File: src/rtl/clock_setting_ctrl.sv
// Time-setting controller: mode FSM (IDLE -> SET_H -> SET_M -> commit) sitting
// between the timekeeper and the seven-segment driver, with field blink and idle abort.
module clock_setting_ctrl #(
    parameter int unsigned HOURS_MAX      = 24,
    parameter int unsigned MINUTES_MAX    = 60,
    parameter int unsigned BLINK_HALF     = 25_000_000,
    parameter int unsigned TIMEOUT_CYCLES = 500_000_000,
    parameter int unsigned HW             = $clog2(HOURS_MAX),
    parameter int unsigned MW             = $clog2(MINUTES_MAX)
) (
    input  logic          clk,
    input  logic          rst_n,
    input  logic [HW-1:0] hours,
    input  logic [MW-1:0] minutes,
    input  logic          mode_btn,
    input  logic          inc_btn,
    input  logic          dec_btn,
    output logic [HW-1:0] disp_hours,
    output logic [MW-1:0] disp_minutes,
    output logic          blank_hours,
    output logic          blank_minutes,
    output logic          setting_active,
    output logic          load,
    output logic [HW-1:0] load_hours,
    output logic [MW-1:0] load_minutes
);

    localparam int unsigned TW = $clog2(TIMEOUT_CYCLES) + 1;
    localparam int unsigned BW = $clog2(BLINK_HALF) + 1;

    typedef enum logic [1:0] {IDLE, SET_H, SET_M} state_t;

    state_t        state, state_nx;
    logic [HW-1:0] edit_h, edit_h_nx, load_h_nx, disp_h_nx;
    logic [MW-1:0] edit_m, edit_m_nx, load_m_nx, disp_m_nx;
    logic [BW-1:0] bcnt, bcnt_nx;
    logic [TW-1:0] tcnt, tcnt_nx;
    logic          phase, phase_nx, load_nx;
    logic          blank_h_nx, blank_m_nx, active_nx, timeout;

    always_ff @(posedge clk) begin
        if (!rst_n) state <= IDLE;
        else        state <= state_nx;
    end

    always_comb begin
        state_nx = state;
        timeout  = (tcnt == TW'(TIMEOUT_CYCLES - 1));
        case (state)
            IDLE:    if (mode_btn) state_nx = SET_H;
            SET_H:   if (mode_btn) state_nx = SET_M; else if (timeout) state_nx = IDLE;
            SET_M:   if (mode_btn) state_nx = IDLE;  else if (timeout) state_nx = IDLE;
            default: state_nx = IDLE;
        endcase
    end

    // Edit, blink and timeout datapath; mode outranks inc/dec in the same cycle.
    always_comb begin
        edit_h_nx = edit_h;
        edit_m_nx = edit_m;
        bcnt_nx   = bcnt;
        phase_nx  = phase;
        tcnt_nx   = tcnt;
        load_nx   = 1'b0;
        load_h_nx = load_hours;
        load_m_nx = load_minutes;
        if (state == IDLE) begin
            if (mode_btn) begin
                edit_h_nx = hours;
                edit_m_nx = minutes;
            end
        end else if (mode_btn) begin
            tcnt_nx  = '0;
            bcnt_nx  = '0;
            phase_nx = 1'b0;
            if (state == SET_M) begin
                load_nx   = 1'b1;
                load_h_nx = edit_h;
                load_m_nx = edit_m;
            end
        end else if (inc_btn || dec_btn) begin
            tcnt_nx  = '0;
            bcnt_nx  = '0;
            phase_nx = 1'b0;
            if (state == SET_H) begin
                if (inc_btn && !dec_btn)
                    edit_h_nx = (edit_h == HW'(HOURS_MAX - 1)) ? '0 : edit_h + 1'b1;
                else if (dec_btn && !inc_btn)
                    edit_h_nx = (edit_h == '0) ? HW'(HOURS_MAX - 1) : edit_h - 1'b1;
            end else begin
                if (inc_btn && !dec_btn)
                    edit_m_nx = (edit_m == MW'(MINUTES_MAX - 1)) ? '0 : edit_m + 1'b1;
                else if (dec_btn && !inc_btn)
                    edit_m_nx = (edit_m == '0) ? MW'(MINUTES_MAX - 1) : edit_m - 1'b1;
            end
        end else begin
            tcnt_nx = tcnt + 1'b1;
            if (bcnt == BW'(BLINK_HALF - 1)) begin
                bcnt_nx  = '0;
                phase_nx = ~phase;
            end else begin
                bcnt_nx = bcnt + 1'b1;
            end
        end
        if (state_nx == IDLE) begin
            bcnt_nx  = '0;
            phase_nx = 1'b0;
            tcnt_nx  = '0;
        end
    end

    // Blank and active flags follow the next state so they line up with the phase they show.
    always_comb begin
        disp_h_nx  = (state == IDLE) ? hours   : edit_h;
        disp_m_nx  = (state == IDLE) ? minutes : edit_m;
        blank_h_nx = (state_nx == SET_H) && phase_nx;
        blank_m_nx = (state_nx == SET_M) && phase_nx;
        active_nx  = (state_nx != IDLE);
    end

    always_ff @(posedge clk) begin
        if (!rst_n) begin
            edit_h         <= '0;
            edit_m         <= '0;
            bcnt           <= '0;
            phase          <= 1'b0;
            tcnt           <= '0;
            disp_hours     <= '0;
            disp_minutes   <= '0;
            blank_hours    <= 1'b0;
            blank_minutes  <= 1'b0;
            setting_active <= 1'b0;
            load           <= 1'b0;
            load_hours     <= '0;
            load_minutes   <= '0;
        end else begin
            edit_h         <= edit_h_nx;
            edit_m         <= edit_m_nx;
            bcnt           <= bcnt_nx;
            phase          <= phase_nx;
            tcnt           <= tcnt_nx;
            disp_hours     <= disp_h_nx;
            disp_minutes   <= disp_m_nx;
            blank_hours    <= blank_h_nx;
            blank_minutes  <= blank_m_nx;
            setting_active <= active_nx;
            load           <= load_nx;
            load_hours     <= load_h_nx;
            load_minutes   <= load_m_nx;
        end
    end

endmodule
File: config.mk
export PLATFORM = sky130hd
export DESIGN_NAME = clock_setting_ctrl
export DESIGN_NICKNAME = d
export VERILOG_FILES = /design/src/rtl/clock_setting_ctrl.sv
export SDC_FILE = /design/constraint.sdc
export NUM_CORES = 1
export LEC_CHECK = 0
export ABC_AREA = 1
export ABC_CLOCK_PERIOD_IN_PS = 1580
export CAP_MARGIN = 0
export CORE_MARGIN = 4
export CORE_UTILIZATION = 45
export DETAILED_ROUTE_END_ITERATION = 6
export PLACE_DENSITY_LB_ADDON = 0.12
export SETUP_SLACK_MARGIN = 0.4
export SYNTH_ARGS = -nofsm -noshare
export SYNTH_HDL_FRONTEND = slang
export SYNTH_SLANG_ARGS = --single-unit
File: constraint.sdc
create_clock -name clk -period 1.58 [get_ports clk]
set_clock_uncertainty 0.05 [all_clocks]
set_input_delay 0.474 -clock clk [delete_from_list [all_inputs] [get_ports clk]]
set_output_delay 0.474 -clock clk [all_outputs]
set_load 0.005 [all_outputs]
Word-level counts from Yosys, hierarchy flattened:

Index checks and enable logic that the tools add are counted.
Widths: inputs -> output; s select.

* reductions and logical operators: 20
* equal/unequal tests: 11
* muxes and demuxes: 36
* bitwise operators: 4
* $add $sub $neg: 6

Operators by type and width (count)
* $mux 26: 3
* $mux 30: 2
* $mux 6: 10
* $mux 5: 10
* $add 30x1->30 const B: 1
* $eq 30x29->1 const B: 1
* $add 26x1->26 const B: 1
* $eq 26x25->1 const B: 1
* $reduce_and 5->1: 2
* $mux 2: 4
* $add 6x1->6 const B: 1
* $eq 6x6->1 const B: 1
* $logic_not 6->1: 1
* $mux 1: 6
* $pmux 2 s3: 1
* $reduce_bool 2->1: 3
* $sub 6x1->6 const B: 1
* $add 5x1->5 const B: 1
* $eq 5x5->1 const B: 1
* $logic_not 5->1: 1
* $sub 5x1->5 const B: 1
* $eq 2x1->1 const B: 2
* $eq 2x2->1 const B: 2
* $logic_and 1x1->1: 4
* other kinds (10): 16

* output and inout bits: 26
* bits in registers: 96
* logic and storage cells: 91
* bits of input ports: 16

Logic depth before layout (Yosys ltp):

* depth in word-level cells: 8
* mapped depth: 13
* depth with buffers taken out: 12

Worst setup path before layout:

Ideal clock, no wire load.

* path kind: reg2reg
* start point: reg tcnt[0]
* end point: reg tcnt[23]
* setup slack: -81 ps
* data arrival time: 1494 ps
* cell stages (with the launch flop): 14
* period minus slack after synthesis: 1661 ps
* required time: 1413 ps
* setup time: 117 ps
* path buffers: 1
* cells stage by stage: dfxtp_1 ha_1 nand2_1 nor2_2 inv_1 nor2_1 nand2_1 nand2_1 nand2_1 nand2_1 nand2_4 nand2_4 buf_12 nor2_2

* longest elaborated chain between the ends: 6
* elaborated cells on any way between the ends: 10
* classes of those cells: 1 x add/sub; 1 x eq/ne; 6 x mux; 2 x reduce/logical

Ends and longest elaborated chain
* from (decl): RTL line 37 `logic [TW-1:0] tcnt, tcnt_nx;`
* from (signal assigned): RTL line 141 `tcnt <= tcnt_nx;`
* parallel branches: the longest is 6 deep, another holds $add 30x1->30

Parallel ways; which one is timed is not known.
A chain may end at the register's enable or synchronous reset.

Final worst setup path:

* start point: reg tcnt[1]
* end point: reg bcnt[4]

* longest elaborated chain between the ends: 6
* elaborated cells on any way between the ends: 7
* classes of those cells: 1 x eq/ne; 4 x mux; 2 x reduce/logical

Ends and longest elaborated chain
* $eq 30x29->1 (*): RTL line 48 `timeout = (tcnt == TW'(TIMEOUT_CYCLES - 1));`
* $mux 2 (*): RTL line 51, 52
* $mux 2 (on tied branches): RTL line 52, 51
* $pmux 2 s3 (*): RTL line 49 `case (state)`
* $logic_not 2->1 (*): RTL line 105 `if (state_nx == IDLE) begin`
* $reduce_or 2->1 (no line) (*)
* to (signal assigned): RTL line 139 `bcnt <= bcnt_nx;`
* to (decl): RTL line 36 `logic [BW-1:0] bcnt, bcnt_nx;`

Every way passes the cells marked *; elsewhere a longest branch is shown, timed or not.

==> metrics.cfg <==
[clocking]
clk_pin_slew_ns = 0.09
postCtsHoldBufs = 0
cts_tree = built
root_buffer = clkbuf_8
numCtsBuffers = 9
h-tree-depth = 3
clock_path_buffers = 2
cts.sinks = 96
clock_latency_ns = 0.38

[outcome]
status = finished, violations left
violations = setup timing

[detailed_routing]
vias = 5314
first_pass_iters = 5
drt-total-wl_um = 14500
drc = 0
first_iter_violations = 346
vias_per_cell = 5.17
routedWlPerCell_um = 14.1
drtAntennaViolNets = 0

[synthesis]
synth_edf_count = 0
synth_warnings = 0
ys_ff_latch = 96
yosysTopAreaCellShare_pct = 38.4
yosys-top-cells-area = dfxtp_1 38%, nand2_1 11%, nor2_1 7.9%
yosysTopAreaCell = dfxtp_1
synth-async-reset-ratio_pct = 0
synthCells = 711
synth.avg_cell_area_um2 = 7.03
syn-cell-area_um2 = 5000
yosysSeqAreaShare_pct = 38.4
synth-main-ff-cell = dfxtp_1
synth_cell_types = 42
syn_nets = 734

[setup_path]
crit_chain = ha_4 > nand2_4 > nor2_4 > inv_2 > nor2_2 > nand2_2 > nand2_1 > nand2_1 > nand2_2 > nand2_8 > nand2_8 > clkbuf_16 > nor2_2
end_kind = flip-flop
startpoint_type = flip-flop
slowest_stage = dfxtp_2
critPathKind = flip-flop to flip-flop
crit_path_max_fanout = 6
worstPathRequired_ns = 1.79
cpPeakStageDelay_ns = 0.36
worstPathArrival_ns = 1.92

[power_and_ir_drop]
total_power_uw = 5380
ir_worst_vdd_uv = 468
powerDensity_nw_per_um2 = 721
power.leakage_uw = 0.00314

[sta]
final_hold_viol_count = 0
slew_viol_final = 0
fin_ws_ns = -0.126
max_slew_margin_pct = 76.9
fin_crit_ns = 1.71
worst_pin_slew_ns = 0.346
setup_violations = 62
timing.final.crit_share_pct = 108
rsz0062_at_grt = yes
fmax_ghz = 0.586

[finish]
design_area_um2 = 7470
syn_to_final_growth_pct = 49.3
mostFrequentLayoutCell = buf_4
diodes = 0
final_layout_size_suffix_gt1_share_pct = 39.6
final_cell_mix = 119 x buf_4, 116 x nand2_1, 71 x inv_1, 69 x dfxtp_1, 68 x nor2_1
nets = 907

[floorplanning]
core_area_um2 = 10800
num_rows = 38
dieHeight_um = 113
io_pins = 42
initial_core_util_pct = 46.1
die-area_um2 = 12900
die_w_um = 113

[grt]
grt_pass1_wl_um = 22900
grt_overflow = 0
antenna_found_initial = 0
grt_util_all_layers_pct = 21.6
grt_max_degree = 21
grt_pass1_vias = 4929

[place]
hpwl_um = 9580
io_buffers = 41
dp_slack_ns = -0.586
gp_congestion = 0.912
dpl_cell_area_um2 = 6430

[min_path]
hold_path.class = flip-flop to flip-flop

[job]
max_cap_viol_count = 0

==> per-layer routing <==
layer	wire (µm)	track usage, %
met1	6290	27.4
met4	326	7.29
met3	650	3.50
met2	7260	37.5
met5	0	0
==> flip-flops by register name, indices dropped and copies added, names as in the netlist <==
register and flops:
tcnt 30, load_minutes 6, disp_minutes 6, load 1
setting_active 1, disp_hours 5, edit_h 5, load_hours 5
blank_minutes 1, state 2, blank_hours 1, phase 1
bcnt 26, edit_m 6
==> cell type report <==
class	count	area [µm²]
Clock buffer	13	159
Clock inverter	1	5.00
Fill cell	898	3370
Inverter	84	323
Multi-Input combinational cell	509	3200
Sequential cell	96	1960
Tap cell	140	175
Timing Repair Buffer	184	1650
==> critical path, delay by kind of cell (launching register included) <==
family / cells / cell delay [ns]
buffers and inverters: 2 / 0.20
adders and majority gates: 1 / 0.15
and+or+nand+nor: 10 / 0.84
DFF: 1 / 0.36
==> metrics by stage <==
step,utilization [%],TNS [ns],cells,hold WS [ns]
4_1_cts,62.7,-6.72,1012,0.415
5_1_grt,68.9,-13.52,1027,0.422
2_1_floorplan,-,-0.182,711,0.399
6_report,68.9,-5.88,1027,0.416
3_5_place_dp,59.3,-41.99,983,0.408
3_3_place_gp,59.3,-39.29,983,0.399
==> cell usage after synthesis, drive strengths merged, types with 10 or more instances <==
| library cell | number |
|---|---|
| nand2 | 145 |
| nor2 | 121 |
| dfxtp | 96 |
| inv | 84 |
| nand3 | 59 |
| a21oi | 44 |
| xor2 | 34 |
| o21ai | 25 |
| nand4 | 17 |
| buf | 14 |
| clkbuf | 11 |
| nor3 | 11 |
| xnor2 | 11 |
| a31oi | 10 |
==> report_power, final <==
part	internal [µW]	switching, µW	leakage (µW)	total [µW]
sequential	2490	77.8	0.000792	2570
clock	642	828	0.0000854	1470
combinational	607	735	0.00226	1340
total	3740	1640	0.00314	5380
==> final timing paths <==
path | start | slack, ns | depth (start not counted) | end
setup / recovery | tcnt[1] | -0.13 | 13 | bcnt[4]
hold / removal | load_hours[0] | 0.42 | 2 | load_hours[0]
setup reg to reg | tcnt[1] | -0.13 | 13 | bcnt[4]
hold reg to reg | load_hours[0] | 0.42 | 2 | load_hours[0]
==> repair_timing <==
action                     CTS  global route
gates resized for setup    156           137
pin swaps                    6            24
setup endpoints to repair  122           122
gates cloned                 3             6
setup buffers               12             9
==> cells by family after synthesis <==
family | Yosys count | share of synthesized area [%]
and+or+nand+nor | 363 | 32.5
buffers and inverters | 109 | 9.18
DFF | 96 | 38.4
AOI/OAI and AO/OA | 91 | 10.3
xor gates and xnor gates | 45 | 7.88
adders and majority gates | 7 | 1.75
No activity file was read; power rests on OpenSTA's default activity.
